==> config.mk <==
export PLATFORM = sky130hd
export DESIGN_NAME = instr_fetch_unit
export DESIGN_NICKNAME = d
export VERILOG_FILES = /design/src/rtl/instr_fetch_unit_pkg.sv /design/src/rtl/instr_fetch_unit.sv
export SDC_FILE = /design/constraint.sdc
export NUM_CORES = 1
export LEC_CHECK = 0
export ABC_AREA = 0
export CORE_MARGIN = 4
export CORE_UTILIZATION = 35
export DETAILED_ROUTE_END_ITERATION = 7
export PLACE_DENSITY_LB_ADDON = 0.08
export SYNTH_ARGS = -nofsm -noshare
export SYNTH_HDL_FRONTEND = slang
export SYNTH_SLANG_ARGS = --single-unit
export TNS_END_PERCENT = 50
==> constraint.sdc <==
create_clock -name clk -period 1.9 [get_ports clk]
set_input_delay 0.38 -clock clk [delete_from_list [all_inputs] [get_ports clk]]
set_output_delay 0.38 -clock clk [all_outputs]
set_load 0.02 [all_outputs]
==> src/rtl/instr_fetch_unit_pkg.sv <==
// instr_fetch_unit_pkg: fetch-stage constants and state encoding shared with the control unit
package instr_fetch_unit_pkg;
  localparam int WORD = 16;
  localparam int OPCODE_MSB = 15;
  localparam int OPCODE_LSB = 12;
  localparam int FUNC_MSB = 5;
  localparam int FUNC_LSB = 0;
  localparam logic [WORD-1:0] PC_INC = 16'd1;
  typedef enum logic [1:0] {
    REQ    = 2'd0,
    HOLD   = 2'd1,
    HALTED = 2'd2
  } state_e;
endpackage

==> src/rtl/instr_fetch_unit.sv <==
// instr_fetch_unit: fetches instruction words and offers them to the control unit via valid/ready
module instr_fetch_unit #(
  parameter int WORD = 16,
  parameter logic [WORD-1:0] PC_RESET = '0
) (
  input  logic            clk,
  input  logic            reset,
  output logic            mem_read_req,
  output logic [WORD-1:0] mem_addr,
  input  logic [WORD-1:0] mem_data,
  input  logic            mem_input_ready,
  output logic            inst_valid,
  input  logic            inst_ready,
  output logic [WORD-1:0] inst,
  output logic [3:0]      opcode,
  output logic [5:0]      func,
  output logic [WORD-1:0] inst_pc,
  input  logic            redirect,
  input  logic [WORD-1:0] redirect_pc,
  input  logic            halt,
  output logic            halted,
  output logic [WORD-1:0] num_inst
);
  import instr_fetch_unit_pkg::*;
  state_e state_q, state_d;
  logic [WORD-1:0] pc_q, pc_d, inst_q, inst_d, inst_pc_q, inst_pc_d, num_q, num_d;
  logic accept;
  assign accept = (state_q == HOLD) && inst_ready;
  // next-state: halt beats redirect, redirect discards any same-cycle memory response
  always_comb begin
    state_d = state_q;
    pc_d = pc_q;
    inst_d = inst_q;
    inst_pc_d = inst_pc_q;
    num_d = accept ? num_q + WORD'(1) : num_q;
    if (state_q != HALTED) begin
      if (halt) state_d = HALTED;
      else if (redirect) begin
        pc_d = redirect_pc;
        state_d = REQ;
      end else if (state_q == REQ && mem_input_ready) begin
        inst_d = mem_data;
        inst_pc_d = pc_q;
        pc_d = pc_q + WORD'(PC_INC);
        state_d = HOLD;
      end else if (accept) state_d = REQ;
    end
  end
  // state, pc, latched instruction and retire counter
  always_ff @(posedge clk or posedge reset) begin
    if (reset) begin
      state_q <= REQ;
      pc_q <= PC_RESET;
      inst_q <= '0;
      inst_pc_q <= '0;
      num_q <= '0;
    end else begin
      state_q <= state_d;
      pc_q <= pc_d;
      inst_q <= inst_d;
      inst_pc_q <= inst_pc_d;
      num_q <= num_d;
    end
  end
  assign mem_read_req = state_q == REQ;
  assign mem_addr = pc_q;
  assign inst_valid = state_q == HOLD;
  assign halted = state_q == HALTED;
  assign inst = inst_q;
  assign opcode = inst_q[OPCODE_MSB:OPCODE_LSB];
  assign func = inst_q[FUNC_MSB:FUNC_LSB];
  assign inst_pc = inst_pc_q;
  assign num_inst = num_q;
endmodule

==> results_dict.tcl, run 1 <==
set metrics [dict create \
    outcome "finished, final reports clean" \
    core_area_um2 8721 \
    io_buffers 114 \
    fin_util_pct 54.32 \
    cts_buffers 9 \
    vias_per_cell 4.954 \
    start_kind "flip-flop" \
    cts_tree "built" \
    syn_to_final_growth_pct 51.32 \
    worst-setup-path-type "reg -> out" \
    clkLatencyLatePin_ns 0.34 \
    cts-root-buf "clkbuf_8" \
    die_y_um 102.6 \
    cp.required_ns 1.52 \
    postCtsHoldBufs 0 \
    nNetsFinal 444 \
    cp_slowest_cell "clkdlybuf4s50_1" \
    cts_num_sinks 66 \
    ys_warn_count 0 \
    num_antenna_cells 0 \
    dp_hpwl_um 5808 \
    met2_usage_pct 24.33 \
    synth-async-reset-ratio_pct 100.0 \
    synth_seq_cells 66 \
    drive_gt1_share_pct 13.94 \
    hold_violations 0 \
    grt_use_met3_pct 4.668 \
    layout_min_cycle_time_ns 1.838 \
    cp.arrival_ns 1.46 \
    synthFlopType "dfrtp_1" \
    cts_max_path_buffers 2 \
    io_pins 115 \
    htreeDepth 3 \
    ys_types 47 \
    layout_common_cells "103 x clkdlybuf4s50_1, 66 x dfrtp_1, 27 x mux2_1, 24 x buf_4, 16 x nand2_1" \
    grt_max_degree 38 \
    grt_pass1_wl_um 12520 \
    min_path_type "in -> async" \
    cellLeakagePower_nw 2.158 \
    cts.clk_slew.worst_paths_ns 0.07 \
    final_cells 517 \
    syn_nets 314 \
    finalPower_mw 3.447 \
    grt_overflow 0 \
    layout_commonest_cell "clkdlybuf4s50_1" \
    vias 2561 \
    globalplace.congestion 0.7620 \
    max_freq_mhz 544.0 \
    grt_pass1_vias 2508 \
    track_usage_pct 15.33 \
    antenna_found_initial 0 \
    p_per_area_nw_per_um2 727.7 \
    drt_pre_antenna_iters 4 \
    synth_edf_count 0 \
    drc_errors 0 \
    met1_usage_pct 19.91 \
    wl_per_cell_um 15.12 \
    max_stage_delay_ns 0.67 \
    die_area_um2 10520 \
    top_usage_layer "met2" \
    initial_core_util_pct 35.90 \
    crit_family "buffers and inverters" \
    place_inst 501 \
    ys_seq_area_share_pct 52.76 \
    critPathBufInv 1 \
    synth_area_um2 3131 \
    worstPathMaxFanout 6 \
    setup_violations 0 \
    worst_slew_pin_slew_ns 0.3920 \
    crit_chain "clkdlybuf4s50_1" \
    cp-end-kind "output pin" \
    finalClockSkew_ns 0.007031 \
    rows 34 \
    syn_avg_cell_area_um2 11.43 \
    ant_nets 0 \
    wirelength_um 7816 \
    max-slew-margin-rel_pct 73.63 \
    ir_drop_uv 325.5 \
    drtIter0Drc 86 \
    die_w_um 102.6 \
    drv_cap 0 \
    slew_viol_final 0 \
    synthCells 274 \
    fin_crit_sh_pct 96.75 \
    rsz0062_at_grt "no" \
]
[cell families after synthesis]
kind of cell / count (synthesis) / synth area share, %
simple gates: 76 / 12.59
fa+ha+maj: 2 / 0.7992
xor+xnor: 15 / 4.196
buf+inv: 29 / 5.675
flops: 66 / 52.76
compound gates: 50 / 11.15
mux: 36 / 12.83
[timing repair]
action                     in CTS  in global routing
buffers inserted                0                  0
resized for setup               4                  9
setup endpoints to repair       3                  9
[stage by stage]
step	TNS (ns)	hold WS [ns]	setup slack, ns	cell area (um2)
5_1_grt	0	0.4552	0.002568	4737
4_1_cts	0	0.4397	0.004097	4715
3_5_place_dp	-8.029	0.4737	-0.2414	4499
2_1_floorplan	0	0.5129	0.1143	3134
6_report	0	0.4380	0.06182	4737
3_3_place_gp	-7.404	0.4672	-0.2208	4499
[path summary, 6_finish.rpt]
kind	start	end	slack, ns	depth (start not counted)
min in group clk	num_inst[15]$_DFFE_PP0P_	num_inst[15]$_DFFE_PP0P_	0.48	1
worst min register to register	num_inst[15]$_DFFE_PP0P_	num_inst[15]$_DFFE_PP0P_	0.48	1
worst min-delay path	reset	inst[2]$_DFFE_PP0P_	0.44	3
worst max register to register	state_q[0]$_DFFE_PP0P_	inst[6]$_DFFE_PP0P_	0.11	5
worst max-delay path	mem_addr[8]$_DFFE_PP0P_	mem_addr[8]	0.06	1
max in group asynchronous	reset	mem_addr[6]$_DFFE_PP0P_	1.09	3
[sequential cells by signal, summed over array words and instances (netlist names)]
signal and count:
inst 16, inst_pc 16, mem_addr 16, num_inst 16
state_q 2
[power breakdown]
group | leakage, nW | internal [mW] | switching (mW)
combinational | 1.18 | 0.316 | 0.284
clock | 0.105 | 0.735 | 0.558
sequential | 0.877 | 1.48 | 0.0712
[Yosys cell counts, types with 2 or more instances]
cell | number | area, um2
dfrtp_1 | 66 | 1652
mux2_1 | 27 | 304.0
nand2_1 | 16 | 60.06
nor2_1 | 15 | 56.30
buf_4 | 12 | 90.09
a21oi_1 | 11 | 55.05
o21ai_0 | 11 | 55.05
xnor2_1 | 10 | 87.58
nand3_1 | 9 | 45.04
nor3_1 | 9 | 45.04
nand4_1 | 7 | 43.79
a311oi_1 | 6 | 52.55
inv_1 | 6 | 22.52
mux2_2 | 6 | 67.56
nor4_1 | 6 | 37.54
xor2_1 | 5 | 43.79
clkbuf_1 | 4 | 15.01
o21bai_1 | 4 | 30.03
a22oi_1 | 3 | 22.52
and3_1 | 3 | 18.77
buf_6 | 3 | 33.78
mux2i_1 | 3 | 30.03
nor2b_1 | 3 | 18.77
buf_1 | 2 | 7.510
ha_1 | 2 | 25.02
nand2b_1 | 2 | 12.51
o2bb2ai_1 | 2 | 17.52
or2_2 | 2 | 12.51
[per-layer routing]
| layer | share of wire (%) | vias to the layer above |
|---|---|---|
| met5 | 0 | - |
| met4 | 1.4 | 0 |
| met3 | 8.0 | 9 |
| met2 | 46 | 79 |
| met1 | 45 | 1225 |
| li1 | - | 1248 |
[area by class of cell]
class                   instances  area (um2)
clock inverters                 7       93.84
flip-flops and latches         66        1652
multi-input cells             179        1304
repair buffers                141        1399
inverters                       7       30.03
fillers                       769        3984
clock buffers                   9       123.9
well taps                     108       135.1
[worst reg2reg max path, stage by stage (launching register included)]
cell      delay (ns)
dfrtp_1         0.45
nand2b_1        0.21
a211o_4         0.38
nor2_8          0.14
buf_12          0.16
mux2_1          0.33
No activity file was read; power rests on OpenSTA's default activity.
==> run 2: changes to the inputs <==
--- a/config.mk
+++ b/config.mk
@@ -8,6 +8,7 @@
 export ABC_AREA = 0
 export CORE_MARGIN = 4
 export CORE_UTILIZATION = 35
+export CTS_CLUSTER_SIZE = 25
 export DETAILED_ROUTE_END_ITERATION = 7
 export PLACE_DENSITY_LB_ADDON = 0.08
 export SYNTH_ARGS = -nofsm -noshare
==> results of run 2 <==
Same layout as run 1: the final DEF is identical, and so are final timing and power.
==> run 3: changes to the inputs <==
--- a/config.mk
+++ b/config.mk
@@ -14,4 +14,3 @@
 export SYNTH_ARGS = -nofsm -noshare
 export SYNTH_HDL_FRONTEND = slang
 export SYNTH_SLANG_ARGS = --single-unit
-export TNS_END_PERCENT = 50
==> results of run 3 <==
Same layout as run 1: the final DEF is identical, and so are final timing and power.
